[src/rtl/eth_tx_pkg.sv]
// -----------------------------------------------------------------------------
// eth_tx_pkg
// Shared definitions for the Ethernet transmit framing path:
//   - state_t       : framer FSM states
//   - PREAMBLE_BYTE,
//     SFD_BYTE      : wire-level preamble / start-of-frame delimiter bytes
//   - CRC_POLY_REFL,
//     CRC_INIT      : reflected CRC-32 polynomial and seed
//   - CKE, FRM      : bit positions inside the 10-bit {CKE, FRM, DAT} stream
//   - crc32_d8()    : one-byte reflected CRC-32 update, LSB first
// -----------------------------------------------------------------------------
package eth_tx_pkg;

    typedef enum logic [2:0] {
        IDLE = 3'd0,
        PRE  = 3'd1,
        DATA = 3'd2,
        PAD  = 3'd3,
        FCS  = 3'd4,
        IFG  = 3'd5
    } state_t;

    localparam logic [7:0]  PREAMBLE_BYTE = 8'h55;
    localparam logic [7:0]  SFD_BYTE      = 8'hD5;
    localparam logic [31:0] CRC_POLY_REFL = 32'hEDB88320;
    localparam logic [31:0] CRC_INIT      = 32'hFFFFFFFF;

    localparam int CKE = 9;
    localparam int FRM = 8;

    // Bit-serial reflected CRC-32 over one byte, least significant bit first.
    // No final inversion: callers invert when they emit the FCS.
    function automatic logic [31:0] crc32_d8(input logic [31:0] crc,
                                             input logic [7:0]  data);
        logic [31:0] c;
        c = crc;
        for (int i = 0; i < 8; i++) begin
            if (c[0] ^ data[i]) begin
                c = (c >> 1) ^ CRC_POLY_REFL;
            end else begin
                c = c >> 1;
            end
        end
        return c;
    endfunction

endpackage

[src/rtl/eth_crc32_d8.sv]
// -----------------------------------------------------------------------------
// eth_crc32_d8
// Combinational next-CRC for one byte of a reflected CRC-32 (Ethernet FCS).
// Shared between the TX framer and the RX CRC checker.
// Ports:
//   crc_prev  in  32  running CRC register before this byte
//   data      in   8  byte to fold in (processed LSB first)
//   crc_upd   out 32  running CRC register after this byte
// -----------------------------------------------------------------------------
module eth_crc32_d8
    import eth_tx_pkg::*;
(
    input  logic [31:0] crc_prev,
    input  logic [7:0]  data,
    output logic [31:0] crc_upd
);

    assign crc_upd = crc32_d8(crc_prev, data);

endmodule

[src/rtl/eth_tx_framer.sv]
// -----------------------------------------------------------------------------
// eth_tx_framer
// Transmit framing stage between the packet engine and the GE MAC. Takes frame
// bytes (destination MAC .. payload) on a 10-bit {CKE, FRM, DAT} stream and
// emits the full wire frame: preamble, SFD, data, zero pad up to the minimum
// length, CRC-32 FCS, followed by a forced inter-frame gap. Every internal
// update happens on input CKE beats only, so the input pacing (every clock at
// 1000 Mbps, one clock in ten at 100 Mbps) is carried straight through.
// Ports:
//   CLK             in   1  system clock
//   RST             in   1  synchronous active-high reset
//   IN_ETH_STREAM   in  10  {CKE, FRM, DAT} frame bytes, no preamble / FCS
//   OUT_ETH_STREAM  out 10  {CKE, FRM, DAT} wire frame, CKE delayed one clock
//   BUSY            out  1  framer is not idle; upstream waits for it to drop
//   DROP_CNT        out 16  saturating count of rejected input frames
// -----------------------------------------------------------------------------
module eth_tx_framer
    import eth_tx_pkg::*;
#(
    parameter int PREAMBLE_LEN  = 7,
    parameter int MIN_FRAME_LEN = 60,
    parameter int IFG_BYTES     = 12
) (
    input  logic        CLK,
    input  logic        RST,
    input  logic [9:0]  IN_ETH_STREAM,
    output logic [9:0]  OUT_ETH_STREAM,
    output logic        BUSY,
    output logic [15:0] DROP_CNT
);

    // The delay line is one deeper than the preamble so that the first data
    // byte arrives at the tail on exactly the SFD beat.
    localparam int          DL_DEPTH = PREAMBLE_LEN + 1;
    localparam logic [7:0]  PRE_LAST = 8'(PREAMBLE_LEN);
    localparam logic [10:0] MIN_CNT  = 11'(MIN_FRAME_LEN);
    localparam logic [7:0]  IFG_LAST = 8'(IFG_BYTES - 1);

    logic        in_cke;
    logic        in_frm;
    logic [7:0]  in_dat;

    state_t      state_reg, state_next;
    logic        prev_frm_reg;
    logic        wait_low_reg;
    logic        acc_reg, acc_next;
    logic [7:0]  pre_cnt_reg, pre_cnt_next;
    logic [10:0] byte_cnt_reg, byte_cnt_next, byte_cnt_inc;
    logic [31:0] crc_reg, crc_next, crc_upd;
    logic [7:0]  crc_byte;
    logic [1:0]  fcs_idx_reg, fcs_idx_next;
    logic [7:0]  ifg_cnt_reg, ifg_cnt_next;
    logic [15:0] drop_cnt_reg;
    logic [9:0]  out_reg;
    logic        out_frm_next;
    logic [7:0]  out_dat_next;
    logic [31:0] fcs_word;
    logic [7:0]  fcs_byte;

    logic [DL_DEPTH-1:0][8:0] dl_reg, dl_next;
    logic [8:0]  dl_push;
    logic [8:0]  dl_tail;

    logic        frm_rise;
    logic        accept;
    logic        reject;

    assign in_cke = IN_ETH_STREAM[CKE];
    assign in_frm = IN_ETH_STREAM[FRM];
    assign in_dat = IN_ETH_STREAM[7:0];

    // wait_low_reg masks a frame that was already running when reset released:
    // nothing is treated as a start of frame until FRM has been seen low once.
    assign frm_rise = in_frm & ~prev_frm_reg & ~wait_low_reg;
    assign accept   = frm_rise & (state_reg == IDLE);
    assign reject   = frm_rise & (state_reg != IDLE);

    // acc_next stays high for the rest of an accepted frame and falls with FRM;
    // beats of rejected frames never enter the delay line.
    assign acc_next = in_frm & (acc_reg | accept);
    assign dl_push  = acc_next ? {1'b1, in_dat} : 9'h000;

    // ------------------------------------------------------------------
    // Delay line: {frm, dat} shift register, head at index 0.
    // ------------------------------------------------------------------
    generate
        for (genvar gi = 0; gi < DL_DEPTH; gi++) begin : g_dl
            if (gi == 0) begin : g_head
                assign dl_next[gi] = dl_push;
            end else begin : g_body
                assign dl_next[gi] = dl_reg[gi-1];
            end
        end
    endgenerate

    assign dl_tail = dl_reg[DL_DEPTH-1];

    // ------------------------------------------------------------------
    // CRC datapath: data bytes from the tail, zeros while padding.
    // ------------------------------------------------------------------
    assign crc_byte = (state_reg == DATA && dl_tail[8]) ? dl_tail[7:0] : 8'h00;

    eth_crc32_d8 u_crc (
        .crc_prev (crc_reg),
        .data     (crc_byte),
        .crc_upd  (crc_upd)
    );

    assign byte_cnt_inc = (byte_cnt_reg == 11'h7FF) ? byte_cnt_reg
                                                    : byte_cnt_reg + 11'd1;

    // FCS goes out least significant byte first.
    assign fcs_word = ~crc_reg;
    always_comb begin
        fcs_byte = fcs_word[7:0];
        case (fcs_idx_reg)
            2'd0: fcs_byte = fcs_word[7:0];
            2'd1: fcs_byte = fcs_word[15:8];
            2'd2: fcs_byte = fcs_word[23:16];
            2'd3: fcs_byte = fcs_word[31:24];
            default: fcs_byte = fcs_word[7:0];
        endcase
    end

    // ------------------------------------------------------------------
    // Next-state / output logic, evaluated per CKE beat.
    // ------------------------------------------------------------------
    always_comb begin
        state_next    = state_reg;
        pre_cnt_next  = pre_cnt_reg;
        byte_cnt_next = byte_cnt_reg;
        crc_next      = crc_reg;
        fcs_idx_next  = fcs_idx_reg;
        ifg_cnt_next  = ifg_cnt_reg;
        out_frm_next  = 1'b0;
        out_dat_next  = 8'h00;

        case (state_reg)
            IDLE: begin
                if (accept) begin
                    state_next    = PRE;
                    out_frm_next  = 1'b1;
                    out_dat_next  = PREAMBLE_BYTE;
                    pre_cnt_next  = 8'd1;
                    byte_cnt_next = 11'd0;
                    crc_next      = CRC_INIT;
                    fcs_idx_next  = 2'd0;
                end
            end

            PRE: begin
                out_frm_next = 1'b1;
                crc_next     = CRC_INIT;
                if (pre_cnt_reg == PRE_LAST) begin
                    out_dat_next = SFD_BYTE;
                    state_next   = DATA;
                end else begin
                    out_dat_next = PREAMBLE_BYTE;
                    pre_cnt_next = pre_cnt_reg + 8'd1;
                end
            end

            DATA: begin
                out_frm_next = 1'b1;
                if (dl_tail[8]) begin
                    out_dat_next  = dl_tail[7:0];
                    crc_next      = crc_upd;
                    byte_cnt_next = byte_cnt_inc;
                end else if (byte_cnt_reg < MIN_CNT) begin
                    // End of data on a short frame: this beat is the first pad.
                    out_dat_next  = 8'h00;
                    crc_next      = crc_upd;
                    byte_cnt_next = byte_cnt_inc;
                    fcs_idx_next  = 2'd0;
                    state_next    = (byte_cnt_inc >= MIN_CNT) ? FCS : PAD;
                end else begin
                    // End of data, long enough: this beat is FCS byte 0.
                    out_dat_next = fcs_byte;
                    fcs_idx_next = 2'd1;
                    state_next   = FCS;
                end
            end

            PAD: begin
                out_frm_next  = 1'b1;
                out_dat_next  = 8'h00;
                crc_next      = crc_upd;
                byte_cnt_next = byte_cnt_inc;
                if (byte_cnt_inc >= MIN_CNT) begin
                    fcs_idx_next = 2'd0;
                    state_next   = FCS;
                end
            end

            FCS: begin
                out_frm_next = 1'b1;
                out_dat_next = fcs_byte;
                if (fcs_idx_reg == 2'd3) begin
                    ifg_cnt_next = 8'd0;
                    state_next   = IFG;
                end else begin
                    fcs_idx_next = fcs_idx_reg + 2'd1;
                end
            end

            IFG: begin
                if (ifg_cnt_reg == IFG_LAST) begin
                    state_next = IDLE;
                end else begin
                    ifg_cnt_next = ifg_cnt_reg + 8'd1;
                end
            end

            default: begin
                state_next = IDLE;
            end
        endcase
    end

    // ------------------------------------------------------------------
    // Registers. Output CKE follows input CKE every clock; everything else
    // moves only on CKE beats so OUT[8:0] holds between ticks.
    // ------------------------------------------------------------------
    always_ff @(posedge CLK) begin
        if (RST) begin
            out_reg      <= 10'h000;
            state_reg    <= IDLE;
            prev_frm_reg <= 1'b0;
            wait_low_reg <= 1'b1;
            acc_reg      <= 1'b0;
            pre_cnt_reg  <= 8'd0;
            byte_cnt_reg <= 11'd0;
            crc_reg      <= CRC_INIT;
            fcs_idx_reg  <= 2'd0;
            ifg_cnt_reg  <= 8'd0;
            drop_cnt_reg <= 16'h0000;
            dl_reg       <= '0;
        end else begin
            out_reg[CKE] <= in_cke;
            if (in_cke) begin
                out_reg[FRM]  <= out_frm_next;
                out_reg[7:0]  <= out_dat_next;
                state_reg     <= state_next;
                prev_frm_reg  <= in_frm;
                acc_reg       <= acc_next;
                pre_cnt_reg   <= pre_cnt_next;
                byte_cnt_reg  <= byte_cnt_next;
                crc_reg       <= crc_next;
                fcs_idx_reg   <= fcs_idx_next;
                ifg_cnt_reg   <= ifg_cnt_next;
                dl_reg        <= dl_next;
                if (!in_frm) begin
                    wait_low_reg <= 1'b0;
                end
                if (reject && drop_cnt_reg != 16'hFFFF) begin
                    drop_cnt_reg <= drop_cnt_reg + 16'd1;
                end
            end
        end
    end

    assign OUT_ETH_STREAM = out_reg;
    assign BUSY           = (state_reg != IDLE);
    assign DROP_CNT       = drop_cnt_reg;

endmodule
[config.mk]
export PLATFORM = sky130hd
export DESIGN_NAME = eth_tx_framer
export DESIGN_NICKNAME = d
export VERILOG_FILES = /design/src/rtl/eth_tx_pkg.sv /design/src/rtl/eth_crc32_d8.sv /design/src/rtl/eth_tx_framer.sv
export SDC_FILE = /design/constraint.sdc
export NUM_CORES = 1
export LEC_CHECK = 0
export ABC_AREA = 0
export CORE_AREA = 2 2 126 128
export DETAILED_ROUTE_END_ITERATION = 10
export DIE_AREA = 0 0 128 130
export MAX_ROUTING_LAYER = met4
export PLACE_DENSITY = 0.72
export SYNTH_ARGS = -nofsm -noshare
export SYNTH_HDL_FRONTEND = slang
export SYNTH_SLANG_ARGS = --single-unit
export TNS_END_PERCENT = 10
[constraint.sdc]
create_clock -name CLK -period 7.3 [get_ports CLK]
set_clock_uncertainty 0.2 [all_clocks]
set_input_delay 1.825 -clock CLK [delete_from_list [all_inputs] [get_ports CLK]]
set_output_delay 1.825 -clock CLK [all_outputs]
set_load 0.03 [all_outputs]
==> results.txt <==
LEAKAGE: 3.50 nW
Worst-Skew Late Latency: 0.43 ns
M3 GR Usage: 5.13%
Worst Setup Start Kind: primary input
Worst-margin pin slew: 1.07 ns
Fmax: 213 MHz
Root Buffer: clkbuf_16
Final worst path period share: 64.5%
Max reg flops: 62
Setup crit end kind: register
Largest net degree at the start of global routing: 71
Critical Path RT: 7.39 ns
VDD IR max: 160 µV
CTS Buf Count: 17
Share of flip-flops with an asynchronous set or reset: 0%
FF/Latch Area: 3280 µm²
Slowest-stage cell, CP: a2111oi_2
Worst-case clock buffer depth: 2
Critical path class: in -> reg
Fin util: 59.7%
Slew Viols, Final: 0
Hpwl dp: 11,600 µm
Yosys warns: 0
Crit. Startpoint: IN_ETH_STREAM[9]
WP data arrival: 4.79 ns
Chip width: 128 µm
Row cnt: 46
Worst-path cell chain: buf_4 -> inv_1 -> a2111oi_2 -> o21ai_0 -> a32oi_1 -> nor2_1
Final WL: 17,600 µm
First-pass GRT wire length: 28,300 µm
# H-tree levels: 4
Die ar.: 16,600 µm²
CP top delay family: buffers and inverters
Final setup TNS: 0 ns
DRT iter0 DRCs: 451
Met2 Use GR: 32.9%
Cell Pwr Density: 233 nW/µm²
WP depth: 6
Fin. Hold Viols: 0
I/O Buffers: 38
# diodes: 0
R2r worst-path depth: 4
Mapped Cells: 895
TritonCTS clock tree: built
Layout cells sized above 1: 6.37%
Post-synthesis instance area: 8200 µm²
Worst-path clk slew: 0.06 ns
Crit-path max FO: 70
Multi-input gate area: 4630 µm²
Final Setup Violations: 0
Hold Buf Count CTS: 0
Placed cell area: 8600 µm²
Drt via density: 5.66
Post-cts gate resize count: 0
Critical R2R Launch: state_reg[1]
HP Class: reg -> reg
Post-synthesis sequential area ratio: 40.0%
Syn nets: 915
Status: complete, no violations
EDFF count, synth: 0
# Max-Cap Violations: 0
Die H: 130 µm
WL/cell: 15.9 µm
Layout fillers: 1,321
RSZ-0062 raised after global routing: false
Clock sink count: 164
GP Congestion: 0.902
Post CTS Setup Buffer Count: 0
GRT Total Usage: 22.0%
Drt drc: 0
Seq cells post-synth: 164
Core ar.: 15,400 µm²
# nets final: 917
Number of global-route vias before repair: 5,530
First-pass iteration count of the detailed router: 5
FF-to-FF setup slack: 3.74 ns
R2R Path End: byte_cnt_reg[4]
Worst path bufs/invs: 2
Slowest stage delay, CP: 0.99 ns
Most used routing layer: met2
Final hold slack: 0.266 ns
Post-Place Cells: 1,070
CP Capture Point: ifg_cnt_reg[7]
GRT met1 Usage: 30.3%
Boundary pin count: 39
Antenna violations before repair: 0
Yosys cell types: 81
Crit path time final: 4.71 ns
Post-Layout Cell Count: 1,102
Ys flop type: dfxtp_1
Rel. slew slack: 29.0%
Starting Density: 53.2%
Final ANT Viol Nets: 0
Design Area, Final: 9210 µm²
Area delta synth->final: 12.2%
Total grt overflow: 0
Via Count: 6,239
Mapped Avg Cell Area: 9.17 µm²
worst min path at each step:
stage / from / to / slack (ns) / cells after the start
after floorplan: pre_cnt_reg[0] / pre_cnt_reg[0] / 0.25 / 1
after global placement: OUT_ETH_STREAM[0] / OUT_ETH_STREAM[0] / 0.26 / 2
after detailed placement: OUT_ETH_STREAM[5] / OUT_ETH_STREAM[5] / 0.26 / 2
after CTS: OUT_ETH_STREAM[5] / OUT_ETH_STREAM[5] / 0.27 / 2
after global routing: OUT_ETH_STREAM[1] / OUT_ETH_STREAM[1] / 0.29 / 2
final: OUT_ETH_STREAM[5] / OUT_ETH_STREAM[5] / 0.27 / 2
synth_stat cells, drive strengths merged, types with 16 or more instances:
cell type	n	area (µm²)
dfxtp	164	3280
nor2	146	551
nand2	74	280
mux2i	69	691
xnor2	49	429
xor2	40	358
clkbuf	39	150
a21oi	36	191
o22ai	23	144
o21ai	22	114
buf	19	96.3
nand3	19	100
xnor3	16	365
per-layer routing:
metal | share of wire (%) | vias up
met5 | 0 | -
met3 | 5.8 | 18
met4 | 1.1 | 0
met2 | 45 | 170
li1 | - | 3145
met1 | 48 | 2906
report_power, final:
part	leakage [nW]	switching, mW	internal [mW]
Clock	0.295	0.384	0.552
Sequential	1.32	0.0304	0.913
Combinational	1.88	0.162	0.105
Total	3.50	0.576	1.57
area by class of cell:
cell class / count / area share (%)
Timing Repair Buffer: 41 / 4.32
Tap cell: 192 / 2.61
Sequential cell: 164 / 35.7
Clock inverter: 14 / 1.89
Multi-Input combinational cell: 662 / 50.3
Clock buffer: 18 / 4.77
Inverter: 11 / 0.448
cell families (layout without fill, tap and decap cells):
group	Yosys count	after routing	share of synthesized area (%)
AOI/OAI and AO/OA	150	150	12.7
xor gates and xnor gates	110	110	15.5
adders and majority gates	8	8	1.22
buffers and inverters	69	84	3.51
DFF	164	164	40.0
muxes	69	69	8.42
and+or+nand+nor	325	325	18.6
placed cells by master (no fill, tap or decap), types with 11 or more instances in the layout:
| cell | netlist | routed |
|---|---|---|
| o21ai_0 | 11 | 11 |
| dfxtp_1 | 164 | 164 |
| xor2_1 | 39 | 39 |
| clkbuf_16 | 0 | 17 |
| a21oi_1 | 33 | 33 |
| nand3_1 | 18 | 18 |
| xnor2_1 | 49 | 49 |
| o22ai_1 | 23 | 23 |
| and3_1 | 11 | 11 |
| mux2i_1 | 69 | 69 |
| nor2_1 | 145 | 145 |
| nand4_1 | 12 | 12 |
| xnor3_1 | 14 | 14 |
| nand2_1 | 73 | 73 |
| clkdlybuf4s50_1 | 0 | 36 |
through the flow:
step	power, mW	setup WS [ns]
floorplan	1.16	3.72
finish	2.15	2.59
global placement	1.23	2.15
CTS	2.16	2.56
global route	2.22	2.38
detailed placement	1.23	2.12
tightest hold or removal path: cells and delay by family, from the launching register on:
family          cells  cell delay, ns
compound gates      1            0.05
simple gates        1            0.06
flops               1            0.31
(Power assumes the default switching activity.)
